==> src/rtl/uart_pkg.sv <==
// uart_pkg
// Shared definitions for the UART transmit and receive paths.
//   rx_state_t         : receiver FSM state encoding
//   PAR_EVEN, PAR_ODD  : parity-type encoding on PAR_TYP (same on TX and RX)
//   DEFAULT_DATA_WIDTH : default number of data bits per frame
package uart_pkg;

  typedef enum logic [2:0] {
    IDLE   = 3'd0,
    START  = 3'd1,
    DATA   = 3'd2,
    PARITY = 3'd3,
    STOP   = 3'd4
  } rx_state_t;

  localparam logic PAR_EVEN = 1'b0;
  localparam logic PAR_ODD  = 1'b1;

  localparam int DEFAULT_DATA_WIDTH = 8;

endpackage

==> src/rtl/uart_rx_data_sampling.sv <==
// uart_rx_data_sampling
// Captures RX_IN at the three edges around the centre of a bit period
// (PRESCALE/2-1, PRESCALE/2, PRESCALE/2+1) and presents the majority.
// Ports:
//   CLK, RST     : oversampling clock, asynchronous active-low reset
//   RX_IN        : synchronised serial line
//   PRESCALE     : oversampling ratio latched for the current frame
//   edge_cnt     : position within the current bit (0..PRESCALE-1)
//   enable       : capture only while a frame is in progress
//   sampled_bit  : 2-of-3 majority; meaningful from edge PRESCALE/2+2 onwards
module uart_rx_data_sampling (
  input  logic       CLK,
  input  logic       RST,
  input  logic       RX_IN,
  input  logic [5:0] PRESCALE,
  input  logic [5:0] edge_cnt,
  input  logic       enable,
  output logic       sampled_bit
);

  logic [5:0] half;
  logic [2:0] samples;

  assign half = PRESCALE >> 1;

  always_ff @(posedge CLK or negedge RST) begin
    if (!RST) begin
      samples <= 3'b000;
    end else if (enable) begin
      if (edge_cnt == half - 6'd1) samples[0] <= RX_IN;
      if (edge_cnt == half)        samples[1] <= RX_IN;
      if (edge_cnt == half + 6'd1) samples[2] <= RX_IN;
    end
  end

  // Majority vote: a single-cycle glitch on one sample cannot flip the bit.
  assign sampled_bit = (samples[0] & samples[1]) |
                       (samples[0] & samples[2]) |
                       (samples[1] & samples[2]);

endmodule

==> src/rtl/uart_rx_top.sv <==
// uart_rx_top
// UART receiver: start-bit detection with glitch rejection, LSB-first
// deserialisation, optional parity check and stop-bit check.
// Ports:
//   CLK, RST    : oversampling clock, asynchronous active-low reset
//   RX_IN       : serial line, idle high, already synchronised to CLK
//   PRESCALE    : oversampling ratio (8/16/32), latched at start-bit detection
//   PAR_EN      : parity bit present, latched at start-bit detection
//   PAR_TYP     : 0 even / 1 odd parity, latched at start-bit detection
//   P_DATA      : last good word, held until the next good frame
//   DATA_VALID  : one-cycle strobe when P_DATA updates
//   PAR_ERR     : one-cycle strobe, parity mismatch in the frame just ended
//   STP_ERR     : one-cycle strobe, stop bit sampled as 0
//   dbg_state   : current receiver FSM state (rx_state_t encoding)
// Output protocol: DATA_VALID is a valid-only strobe with no ready; the
// consumer must capture P_DATA in the cycle DATA_VALID is high. Error
// strobes share that cycle (c0 + frame length) and never coincide with it.
module uart_rx_top
  import uart_pkg::*;
#(
  parameter int DATA_WIDTH = DEFAULT_DATA_WIDTH
) (
  input  logic                  CLK,
  input  logic                  RST,
  input  logic                  RX_IN,
  input  logic [5:0]            PRESCALE,
  input  logic                  PAR_EN,
  input  logic                  PAR_TYP,
  output logic [DATA_WIDTH-1:0] P_DATA,
  output logic                  DATA_VALID,
  output logic                  PAR_ERR,
  output logic                  STP_ERR,
  output logic [2:0]            dbg_state
);

  localparam int BCW = (DATA_WIDTH > 1) ? $clog2(DATA_WIDTH) : 1;

  rx_state_t             state, next_state;
  logic [5:0]            edge_cnt;
  logic [5:0]            presc_q;
  logic                  par_en_q;
  logic                  par_typ_q;
  logic [BCW-1:0]        bit_cnt;
  logic [DATA_WIDTH-1:0] shift_q;
  logic                  par_bad_q;
  logic                  sampled_bit;
  logic                  last_edge;
  logic                  sample_ready;
  logic                  last_bit;

  assign last_edge    = (edge_cnt == presc_q - 6'd1);
  assign sample_ready = (edge_cnt == (presc_q >> 1) + 6'd2);
  assign last_bit     = (bit_cnt == BCW'(DATA_WIDTH - 1));
  assign dbg_state    = state;

  uart_rx_data_sampling u_sampling (
    .CLK         (CLK),
    .RST         (RST),
    .RX_IN       (RX_IN),
    .PRESCALE    (presc_q),
    .edge_cnt    (edge_cnt),
    .enable      (state != IDLE),
    .sampled_bit (sampled_bit)
  );

  always_ff @(posedge CLK or negedge RST) begin
    if (!RST) state <= IDLE;
    else      state <= next_state;
  end

  always_comb begin
    next_state = state;
    case (state)
      IDLE:    if (!RX_IN) next_state = START;
      // A start bit that reads back as 1 at its centre was a glitch.
      START:   if (sample_ready && sampled_bit) next_state = IDLE;
               else if (last_edge)             next_state = DATA;
      DATA:    if (last_edge && last_bit) next_state = par_en_q ? PARITY : STOP;
      PARITY:  if (last_edge) next_state = STOP;
      STOP:    if (last_edge) next_state = IDLE;
      default: next_state = IDLE;
    endcase
  end

  // Counters, configuration latch, deserialiser and parity checker.
  always_ff @(posedge CLK or negedge RST) begin
    if (!RST) begin
      edge_cnt  <= '0;
      bit_cnt   <= '0;
      presc_q   <= '0;
      par_en_q  <= 1'b0;
      par_typ_q <= 1'b0;
      shift_q   <= '0;
      par_bad_q <= 1'b0;
    end else if (state == IDLE) begin
      bit_cnt <= '0;
      if (!RX_IN) begin
        // This cycle is edge 0 of the start bit, so the next one is edge 1.
        edge_cnt  <= 6'd1;
        presc_q   <= PRESCALE;
        par_en_q  <= PAR_EN;
        par_typ_q <= PAR_TYP;
        par_bad_q <= 1'b0;
      end else begin
        edge_cnt <= '0;
      end
    end else begin
      if (next_state == IDLE || last_edge) edge_cnt <= '0;
      else                                 edge_cnt <= edge_cnt + 6'd1;

      if (state == DATA) begin
        if (sample_ready) shift_q[bit_cnt] <= sampled_bit;
        if (last_edge)    bit_cnt <= last_bit ? '0 : bit_cnt + BCW'(1);
      end

      if (state == PARITY && sample_ready)
        par_bad_q <= (sampled_bit != (^shift_q ^ par_typ_q));
    end
  end

  // Frame result, registered so it appears the cycle after the stop bit ends.
  always_ff @(posedge CLK or negedge RST) begin
    if (!RST) begin
      P_DATA     <= '0;
      DATA_VALID <= 1'b0;
      PAR_ERR    <= 1'b0;
      STP_ERR    <= 1'b0;
    end else begin
      DATA_VALID <= 1'b0;
      PAR_ERR    <= 1'b0;
      STP_ERR    <= 1'b0;
      if (state == STOP && last_edge) begin
        STP_ERR <= ~sampled_bit;
        PAR_ERR <= par_bad_q;
        if (sampled_bit && !par_bad_q) begin
          P_DATA     <= shift_q;
          DATA_VALID <= 1'b1;
        end
      end
    end
  end

endmodule

==> config.mk <==
export PLATFORM = sky130hd
export DESIGN_NAME = uart_rx_top
export DESIGN_NICKNAME = d
export VERILOG_FILES = /design/src/rtl/uart_pkg.sv /design/src/rtl/uart_rx_data_sampling.sv /design/src/rtl/uart_rx_top.sv
export SDC_FILE = /design/constraint.sdc
export NUM_CORES = 1
export LEC_CHECK = 0
export ABC_AREA = 0
export CAP_MARGIN = 20
export CORE_UTILIZATION = 59
export CTS_BUF_LIST = sky130_fd_sc_hd__clkbuf_8
export CTS_CLUSTER_SIZE = 25
export DETAILED_ROUTE_END_ITERATION = 8
export PLACE_DENSITY = 0.82
export SETUP_SLACK_MARGIN = 0.1
export SKIP_LAST_GASP = 1
export SLEW_MARGIN = 15
export SYNTH_ARGS = -nofsm -noshare
export SYNTH_HDL_FRONTEND = slang
export SYNTH_SLANG_ARGS = --single-unit
==> constraint.sdc <==
create_clock -name CLK -period 3.2 [get_ports CLK]
set_clock_uncertainty 0.1 [all_clocks]
set_input_delay 0.8 -clock CLK [delete_from_list [all_inputs] [get_ports CLK]]
set_output_delay 0.8 -clock CLK [all_outputs]
set_load 0.02 [all_outputs]
==> impl_metrics.tcl, run 1 <==
set metrics [dict create \
    ctsHoldBuffers 0 \
    drc 0 \
    cp.required_ns 3.29 \
    start_util_pct 62.60 \
    dr.pass1.iters 4 \
    syn_area_per_cell_um2 10.16 \
    synthesis.nets 271 \
    drive_gt1_share_pct 15.38 \
    setup_viol 0 \
    maxSlewViolCount 0 \
    numCtsBuffers 5 \
    grt_usage_pct 24.79 \
    hp-class "reg2reg" \
    grt_max_degree 44 \
    antenna_found_initial 0 \
    crit_type "reg2reg" \
    min_period_over_period_pct 89.94 \
    synth.top_cells.by_count "dfrtp_1 (43), xnor2_1 (23), nand2_1 (22)" \
    status "finished clean" \
    clk_latency_ns 0.30 \
    synth.area.top_cells "dfrtp_1 (42%), mux2_2 (9.3%), xnor2_1 (7.9%), ha_1 (4.9%), xor2_1 (4.1%)" \
    startpoint_type "register" \
    hpwl_um 3467 \
    clock_path_buffers 2 \
    synth_area_leader_cell "dfrtp_1" \
    grt_pass1_vias 1739 \
    ys_warn_count 0 \
    cp_slowest_cell "dfrtp_1" \
    ys_seq_area_share_pct 42.36 \
    synthCells 250 \
    dr.first_iter.drc_count 104 \
    layout_setup_ws_ns 0.3219 \
    grt_pass1_wl_um 8266 \
    design_area_um2 2890 \
    p_leak_nw 1.242 \
    grt_overflow 0 \
    wl_per_cell_um 15.16 \
    cts.htree.levels 2 \
    mappedNetlistArea_um2 2540 \
    hold_viol 0 \
    antenna_cells 0 \
    die_w_um 67.61 \
    cp.arrival_ns 2.97 \
    detail-route-antenna-nets 0 \
    cts_root_buf "clkbuf_8" \
    max_freq_mhz 347.5 \
    ios 25 \
    maxCapViolations 0 \
    dpl_cell_area_um2 2793 \
    synth_edf_count 0 \
    yosysUniqueCellTypes 46 \
    period_minus_slack_ns 2.878 \
    synth_most_common_cell "dfrtp_1" \
    ys.flop_type "dfrtp_1" \
    whs_ns 0.4122 \
    area_growth_pct 13.79 \
    cts_tree "done" \
    slew_headroom_pct 36.84 \
    ys_ff_latch 43 \
    rsz0062_at_grt "false" \
    dieArea_um2 4571 \
    tightest_slew_ns 0.9474 \
    gp_congestion 0.9041 \
    crit_path_max_fanout 9 \
    cts_sinks 43 \
    slowest_delay_ns 0.44 \
    portBuffers 24 \
    vias 1872 \
    synthArstFlopShare_pct 100.0 \
    rows 23 \
    place_ws_ns 0.2848 \
    wirelength_um 4896 \
    fin_nets 293 \
    clkTransAtPathRegs_ns 0.09 \
    die_h_um 67.61 \
    viasPerCell 5.796 \
    synth_top_area_share_pct 42.36 \
    core-area_um2 4058 \
    cp-end-kind "register" \
    p_per_area_nw_per_um2 802.5 \
    worst_ir_drop_vdd_mv 0.5181 \
    setup-tns-final_ns 0 \
    cp_cell_sequence "inv_1 -> ha_1 -> a21boi_0 -> xnor2_1 -> o2111ai_1 -> or2_1 -> nor3_4 -> mux2_2" \
]
-- layout make-up --
type / instances / area (um^2)
timing repair buffer: 27 / 257.7
fill: 303 / 1167
inverter: 12 / 45.04
clock inverter: 3 / 20.02
sequential: 43 / 1076
tap: 50 / 62.56
multi-input combinational: 183 / 1360
clock buffer: 5 / 68.82
-- layer usage --
layer | wire length (um) | GRT usage, %
met5 | 0 | 0
met4 | 72 | 9.840
met3 | 302 | 4.899
met2 | 2178 | 36.39
met1 | 2343 | 35.46
-- flip-flops by register name, indices dropped and copies added (netlist names) --
name / flops
PAR_ERR: 1
edge_cnt: 6
par_typ_q: 1
bit_cnt: 3
par_bad_q: 1
u_sampling.samples: 3
par_en_q: 1
STP_ERR: 1
shift_q: 8
dbg_state: 3
DATA_VALID: 1
presc_q: 6
P_DATA: 8
-- power breakdown --
part           leakage, nW  total, mW  switching (mW)  internal [mW]
registers            0.570      0.842           0.187          0.656
logic                0.632       1.13           0.616          0.513
clock network       0.0402      0.348           0.196          0.152
-- placed cells by master (no fill, tap or decap), types with 3 or more instances in the layout --
| cell | n |
|---|---|
| dfrtp_1 | 43 |
| xnor2_1 | 23 |
| clkdlybuf4s50_1 | 23 |
| nand2_1 | 22 |
| mux2_2 | 21 |
| nor2_1 | 15 |
| inv_1 | 12 |
| xor2_1 | 12 |
| nand3_1 | 11 |
| ha_1 | 10 |
| o21ai_0 | 8 |
| nor3_1 | 6 |
| clkbuf_8 | 5 |
| nand2b_1 | 4 |
| a21oi_1 | 4 |
| nand3b_1 | 4 |
| a211oi_1 | 4 |
| buf_4 | 3 |
-- worst max-delay path: cells and delay by family (launching register included) --
kind / cells / cell delay [ns]
flops: 1 / 0.44
buf+inv: 1 / 0.20
simple gates: 2 / 0.72
compound gates: 2 / 0.49
fa+ha+maj: 1 / 0.26
xor+xnor: 1 / 0.16
mux: 1 / 0.40
-- timing repair --
action,CTS,global route
setup buffers,0,0
resized for setup,0,2
setup endpoints to repair,0,15
-- path summary, 6_finish.rpt --
| check | end | depth (start not counted) | startpoint | slack [ns] |
|---|---|---|---|---|
| setup / recovery | P_DATA[2]$_DFFE_PN0P_ | 8 | presc_q[2]$_DFFE_PN0P_ | 0.32 |
| hold / removal | P_DATA[4]$_DFFE_PN0P_ | 1 | P_DATA[4]$_DFFE_PN0P_ | 0.41 |
| setup reg to reg | P_DATA[2]$_DFFE_PN0P_ | 8 | presc_q[2]$_DFFE_PN0P_ | 0.32 |
| hold reg to reg | P_DATA[4]$_DFFE_PN0P_ | 1 | P_DATA[4]$_DFFE_PN0P_ | 0.41 |
| max in group asynchronous | edge_cnt[0]$_DFF_PN0_ | 1 | RST | 1.87 |
| min in group asynchronous | presc_q[3]$_DFFE_PN0P_ | 1 | RST | 0.54 |
-- stage by stage --
step           std cells  total power, mW  utilization [%]
2_1_floorplan        250            1.712                -
3_3_place_gp         315            1.914            68.83
3_5_place_dp         315            1.954            68.83
4_1_cts              323            2.318            71.01
5_1_grt              323            2.500            71.23
6_report             323            2.319            71.23
-- cells by family (layout without fill, tap and decap cells) --
kind of cell | after synthesis | after routing | share of synthesized area, %
xor gates and xnor gates | 35 | 35 | 12.07
DFF | 43 | 43 | 42.36
muxes | 23 | 23 | 10.10
buffers and inverters | 24 | 47 | 4.433
and+or+nand+nor | 77 | 77 | 15.22
AOI/OAI and AO/OA | 37 | 37 | 10.49
adders and majority gates | 11 | 11 | 5.320
Power figures use the tool's default switching activity.
==> inputs of run 2 (changes only) <==
--- a/config.mk
+++ b/config.mk
@@ -5,13 +5,14 @@
 export SDC_FILE = /design/constraint.sdc
 export NUM_CORES = 1
 export LEC_CHECK = 0
-export ABC_AREA = 0
+export ABC_AREA = 1
 export CAP_MARGIN = 20
 export CORE_UTILIZATION = 59
 export CTS_BUF_LIST = sky130_fd_sc_hd__clkbuf_8
 export CTS_CLUSTER_SIZE = 25
 export DETAILED_ROUTE_END_ITERATION = 8
 export PLACE_DENSITY = 0.82
+export RECOVER_POWER = 50
 export SETUP_SLACK_MARGIN = 0.1
 export SKIP_LAST_GASP = 1
 export SLEW_MARGIN = 15
==> run 2 against run 1 <==
  * First-iteration DRC count grew 55%
  * Sequential power fell by 9.9%
  * Setup slack improved by 0.41 ns
  * Count of clock-buffer cells in the layout unchanged
  * Core utilization decreased by 1.5 points
  * Die area up 4.2%
  * Sequential cell count unchanged
  * Via count rose by 22%
  * Cell count grew 31%
  * Register-to-register slack improved by 0.41 ns
  * Global-route usage up 0.86 points
  * Largest cell class unchanged
  * Highest routed layer unchanged
==> impl_metrics.tcl, run 2 <==
set metrics [dict create \
    worstHoldStart "P_DATA[4]$_DFFE_PN0P_" \
    timing.rr.start "presc_q[2]$_DFFE_PN0P_" \
    crit_buf_inv 3 \
    worstSetupEndpoint "P_DATA[6]$_DFFE_PN0P_" \
    crit_type "reg2reg" \
    antenna_cells 0 \
    synth_edf_count 0 \
    slowest_delay_ns 0.46 \
    crit_path_frequent_cell "inv_2" \
    portBuffers 24 \
    hp-class "reg2reg" \
    cts.htree.levels 2 \
    cp-end-kind "register" \
    ctsHoldBuffers 0 \
    status "finished clean" \
    ys_ff_latch 43 \
    synth_most_common_cell "nand2_1" \
    wl_per_cell_um 13.29 \
    post-cts-setup-buffer-count 0 \
    clock_path_buffers 2 \
    crit_family "simple AND/OR/NAND/NOR gates" \
    layout_common_cells "nand2_1 (89), dfrtp_1 (43), inv_1 (34)" \
    regToRegSetupSlack_ns 0.73 \
    synthArstFlopShare_pct 100.0 \
    whs_ns 0.3867 \
    cp-startpoint "presc_q[2]$_DFFE_PN0P_" \
    wl_met2_um 2554 \
    core-area_um2 4324 \
    period_minus_slack_ns 2.466 \
    grt_usage_pct 25.65 \
    p_sw_share_pct 46.17 \
    startpoint_type "register" \
    antenna_found_initial 0 \
    dieArea_um2 4762 \
    wl_met1_um 2701 \
    die_w_um 69.01 \
    gp_congestion 0.9485 \
    p_per_area_nw_per_um2 700.9 \
    yosysUniqueCellTypes 34 \
    vias 2283 \
    tightest_slew_ns 0.9279 \
    p_comb_share_pct 47.0 \
    clk_latency_ns 0.30 \
    drc 0 \
    synthesis.nets 363 \
    cts_sinks 43 \
    clock_power_share_pct 17.0 \
    rsz0062_at_grt "false" \
    viasPerCell 5.410 \
    hpwl_um 4225 \
    multi_input_area_um2 1363 \
    path_depth 14 \
    synth_top_area_share_pct 40.62 \
    reg2regPathDepth 14 \
    largestRegisters "P_DATA: 8 flops, shift_q: 8 flops" \
    rows 24 \
    cp_cell_sequence "inv_2 -> ha_1 -> nand2_2 -> nor2_4 -> nand3_1 -> nand2_2 -> nand3_4 -> inv_2 -> nand2_4 -> nor2_2 -> nand3_1 -> inv_2 -> nand2_1 -> nand2_1" \
    die_h_um 69.01 \
    cp.required_ns 3.34 \
    start_util_pct 61.26 \
    ios 25 \
    numCtsBuffers 5 \
    dr.pass1.iters 5 \
    grt_overflow 0 \
    grt_pass1_wl_um 9825 \
    ys_warn_count 0 \
    slew_headroom_pct 38.14 \
    p_int_mw 1.137 \
    max_freq_mhz 405.6 \
    ys_seq_area_share_pct 40.62 \
    grt_pass1_vias 2154 \
    fin_nets 390 \
    maxCapViolations 0 \
    cp_slowest_cell "dfrtp_1" \
    power_switching_mw 0.9753 \
    synth.area.top_cells "dfrtp_1 (41%), nand2_1 (12%), nand3_1 (5.1%), ha_1 (4.7%), inv_1 (4.7%)" \
    fillers 348 \
    pwr-share-seq_pct 35.9 \
    grt_max_degree 44 \
    setup-tns-final_ns 0 \
    cts_tree "done" \
    crit_path_max_fanout 11 \
    setup_viol 0 \
    wirelength_um 5609 \
    hold_viol 0 \
    cp.arrival_ns 2.61 \
    maxSlewViolCount 0 \
    ys.flop_type "dfrtp_1" \
    drive_gt1_share_pct 14.05 \
    routed-wl-met3_um 286 \
    clkTransAtPathRegs_ns 0.09 \
    reg2reg_to "P_DATA[6]$_DFFE_PN0P_" \
    synth_area_leader_cell "dfrtp_1" \
    syn_area_per_cell_um2 7.745 \
    min_period_over_period_pct 77.05 \
    dr.first_iter.drc_count 161 \
    mappedNetlistArea_um2 2649 \
    area_growth_pct 13.79 \
    detail-route-antenna-nets 0 \
    cts_root_buf "clkbuf_8" \
    mostFrequentLayoutCell "nand2_1" \
    seqCellArea_um2 1076 \
    synth.top_cells.by_count "nand2_1 (88), dfrtp_1 (43), inv_1 (33)" \
    synthCells 342 \
    p_leak_nw 1.474 \
    top_layer "met4" \
    cts_resized 0 \
    worst_ir_drop_vdd_mv 0.4788 \
]
run 2: worst min-delay path by stage:
stage | slack [ns] | to | cells after the start
detailed placement | 0.37 | P_DATA[4]$_DFFE_PN0P_ | 2
global placement | 0.37 | P_DATA[6]$_DFFE_PN0P_ | 2
floorplan | 0.37 | PAR_ERR$_DFF_PN0_ | 2
finish | 0.39 | P_DATA[4]$_DFFE_PN0P_ | 2
global route | 0.43 | P_DATA[5]$_DFFE_PN0P_ | 2
CTS | 0.40 | P_DATA[4]$_DFFE_PN0P_ | 2
run 2: logic make-up (layout without fill, tap and decap cells):
group,count (synthesis),count (layout),synth area share (%)
and+or+nand+nor,176,176,31.51
buffers and inverters,52,80,7.841
AOI/OAI and AO/OA,44,44,9.684
DFF,43,43,40.62
xor gates and xnor gates,17,17,5.621
adders and majority gates,10,10,4.724
run 2: routing by layer:
layer / global-route usage, % / vias up
met2: 39.16 / 61
met4: 8.390 / 0
met5: 0 / -
met3: 5.117 / 11
met1: 36.71 / 1063
li1: - / 1148
run 2: area by class of cell:
cell class | instances | share of cell area, %
Clock buffer | 5 | 2.283
Multi-Input combinational cell | 247 | 45.21
Inverter | 48 | 6.061
Tap cell | 52 | 2.159
Clock inverter | 3 | 0.7887
Sequential cell | 43 | 35.70
Timing Repair Buffer | 24 | 7.804
run 2: power by group through the flow:
| stage | clock network (mW) | registers, mW | logic [mW] |
|---|---|---|---|
| 2_1_floorplan | 0 | 0.724 | 0.813 |
| 3_3_place_gp | 0 | 0.761 | 0.970 |
| 3_5_place_dp | 0 | 0.768 | 0.988 |
| 4_1_cts | 0.367 | 0.757 | 0.993 |
| 5_1_grt | 0.384 | 0.774 | 1.13 |
| 6_report | 0.360 | 0.759 | 0.994 |
run 2: through the flow:
stage          setup slack (ns)  util (%)  area (um^2)  power (mW)  instances
6_report                 0.7343     69.70         3014       2.113        422
3_3_place_gp             0.8631     67.62         2924       1.732        414
3_5_place_dp             0.7740     67.62         2924       1.755        414
2_1_floorplan             1.186         -         2649       1.537        342
4_1_cts                  0.7398     69.76         3017       2.116        422
5_1_grt                  0.4510     69.70         3014       2.286        422
run 2: worst register-to-register path, cell delays in order (launching register included):
cell and delay (ns):
dfrtp_1 0.46, inv_2 0.15, ha_1 0.28, nand2_2 0.09, nor2_4 0.10, nand3_1 0.09
nand2_2 0.09, nand3_4 0.08, inv_2 0.07, nand2_4 0.08, nor2_2 0.11, nand3_1 0.33
inv_2 0.24, nand2_1 0.07, nand2_1 0.06
==> inputs of run 3 (changes only) <==
==> constraint.sdc (replaced) <==
create_clock -name CLK -period 2.3 [get_ports CLK]
set_clock_uncertainty 0.1 [all_clocks]
set_input_delay 0.575 -clock CLK [delete_from_list [all_inputs] [get_ports CLK]]
set_output_delay 0.575 -clock CLK [all_outputs]
set_load 0.02 [all_outputs]
==> run 3 against run 2 <==
  * Sequential cell count unchanged
  * Cell count is 4.0% higher
  * Die area unchanged
  * Setup slack worse by 0.64 ns
  * Critical endpoint is now edge_cnt[4]$_DFF_PN0_
  * Highest routed layer unchanged
==> impl_metrics.tcl, run 3 (same netlist as run 2, synthesis figures left out) <==
set metrics [dict create \
    min_period_over_period_pct 95.98 \
    clk_latency_ns 0.30 \
    stdcell_count 439 \
    cts_root_buf "clkbuf_8" \
    final_core_util_pct 76.68 \
    layout_setup_ws_ns 0.09237 \
    worst_ir_drop_vdd_mv 0.6563 \
    drive_gt1_share_pct 23.26 \
    cp-startpoint "presc_q[1]$_DFFE_PN0P_" \
    worstSetupEndpoint "edge_cnt[4]$_DFF_PN0_" \
    clock_path_buffers 2 \
    pwr-share-seq_pct 29.2 \
    hp-class "reg2reg" \
    layout_common_cells "nand2_1 (82), dfrtp_1 (42), inv_1 (31)" \
    p_comb_share_pct 51.3 \
    cp.required_ns 2.39 \
    cts_tree "done" \
    gp_congestion 0.9572 \
    hpwl_um 4202 \
    p_sw_share_pct 43.61 \
    mostFrequentLayoutCell "nand2_1" \
    slowest_delay_ns 0.44 \
    cts_sinks 43 \
    p_leak_nw 1.600 \
    numCtsBuffers 5 \
    cts.htree.levels 2 \
    crit_buf_inv 1 \
    timing.rr.start "presc_q[1]$_DFFE_PN0P_" \
    wirelength_um 6345 \
    cp_cell_sequence "inv_4 -> ha_4 -> nand2_4 -> nor2_4 -> nand3_2 -> nand2_2 -> nand3_4 -> nor2_4 -> nor2_2 -> nand2_1 -> o21ai_2 -> nor2_2 -> nand2_2 -> nand2_4 -> nor2_2" \
    hold_viol 0 \
    grt_max_degree 44 \
    portBuffers 24 \
    clkTransAtPathRegs_ns 0.09 \
    post-place-cells 421 \
    crit_type "reg2reg" \
    regToRegSetupSlack_ns 0.09 \
    vias 2400 \
    period_minus_slack_ns 2.208 \
    crit_path_max_fanout 6 \
    status "finished clean" \
    core-area_um2 4324 \
    start_util_pct 61.26 \
    grt_usage_pct 26.90 \
    p_per_area_nw_per_um2 1077 \
    maxSlewViolCount 0 \
    rows 24 \
    cp_slowest_cell "dfrtp_1" \
    grt_pass1_vias 2237 \
    dr.pass1.iters 4 \
    reg2regPathDepth 15 \
    clock_power_share_pct 19.5 \
    viasPerCell 5.467 \
    rsz0062_at_grt "true" \
    drc 0 \
    path_depth 15 \
    ios 25 \
    p_int_mw 2.014 \
    wl_per_cell_um 14.45 \
    crit_family "simple AND/OR/NAND/NOR gates" \
    cp.arrival_ns 2.30 \
    antenna_cells 0 \
    startpoint_type "register" \
    crit_path_frequent_cell "nor2_2" \
    slew_headroom_pct 28.55 \
    area_growth_pct 25.18 \
    reg2reg_to "edge_cnt[4]$_DFF_PN0_" \
    detail-route-antenna-nets 0 \
    tightest_slew_ns 1.072 \
    antenna_found_initial 0 \
    ctsHoldBuffers 0 \
    power_switching_mw 1.558 \
    die_h_um 69.01 \
    maxCapViolations 0 \
    cp-end-kind "register" \
    max_freq_mhz 453.0 \
    largestRegisters "P_DATA: 8 flops, shift_q: 8 flops" \
    fin_nets 407 \
    setup_viol 0 \
    grt_overflow 0 \
    dieArea_um2 4762 \
    die_w_um 69.01 \
    place_ws_ns 0.09846 \
    dr.first_iter.drc_count 260 \
    grt_pass1_wl_um 10260 \
]
-- run 3: changes by cell type in the layout (fill, tap and decap cells not counted), moves of 3 or more --
cell,delta
buf_4,+12
nand2_1,-7
ha_1,-5
ha_4,+5
nand2_2,+5
nand3_1,-5
nand3_2,+5
inv_1,-3
-- run 3: area by class of cell --
| type | count | area (um^2) |
|---|---|---|
| clock buffers | 5 | 68.82 |
| clock inverters | 3 | 63.81 |
| repair buffers | 41 | 360.3 |
| well taps | 52 | 65.06 |
| fillers | 300 | 1008 |
| flip-flops and latches | 43 | 1077 |
| multi-input cells | 247 | 1493 |
| inverters | 48 | 187.7 |
-- run 3: per-layer routing --
metal | GRT usage [%] | up-vias | share of wire (%)
li1 | - | 1180 | -
met1 | 36.74 | 1118 | 45
met2 | 41.96 | 83 | 47
met3 | 4.971 | 19 | 5.6
met4 | 11.56 | 0 | 2.5
met5 | 0 | - | 0
-- run 3: stage by stage --
step                      area, um^2  total power [mW]   TNS, ns  hold slack, ns
after floorplan                 2649             2.138         0          0.1794
after global placement          2977             2.463         0          0.3632
after detailed placement        2977             2.500         0          0.3724
after CTS                       3122             3.222         0          0.2573
after global routing            3316             3.789  -0.03907          0.4163
final                           3316             3.572         0          0.3874
-- run 3: how the worst min path moves through the flow --
stage,startpoint,to,cells after the start
final,P_DATA[5]$_DFFE_PN0P_,P_DATA[5]$_DFFE_PN0P_,2
after global routing,P_DATA[4]$_DFFE_PN0P_,P_DATA[4]$_DFFE_PN0P_,2
after CTS,RST,shift_q[2]$_DFFE_PN0P_,2
after detailed placement,P_DATA[7]$_DFFE_PN0P_,P_DATA[7]$_DFFE_PN0P_,2
after global placement,P_DATA[3]$_DFFE_PN0P_,P_DATA[3]$_DFFE_PN0P_,2
after floorplan,RST,DATA_VALID$_DFF_PN0_,0
-- run 3: repair_timing --
item                                    in CTS  in global routing
resized for setup                            2                 34
pin swaps                                    0                  9
setup buffers                                1                  9
endpoints found under the hold margin        0                  0
endpoints found under the setup margin      13                 25
-- run 3: tightest hold or removal path, delay by kind of cell (launching register included) --
family	cells	cell delay, ns
AND/OR/NAND/NOR	2	0.12
flip-flops	1	0.34
-- run 3: power by group through the flow --
| stage | Clock (mW) | Sequential [mW] | Combinational [mW] |
|---|---|---|---|
| after floorplan | 0 | 1.01 | 1.13 |
| after global placement | 0 | 1.03 | 1.43 |
| after detailed placement | 0 | 1.04 | 1.46 |
| after CTS | 0.698 | 1.02 | 1.50 |
| after global routing | 0.732 | 1.06 | 2.00 |
| final | 0.697 | 1.04 | 1.83 |
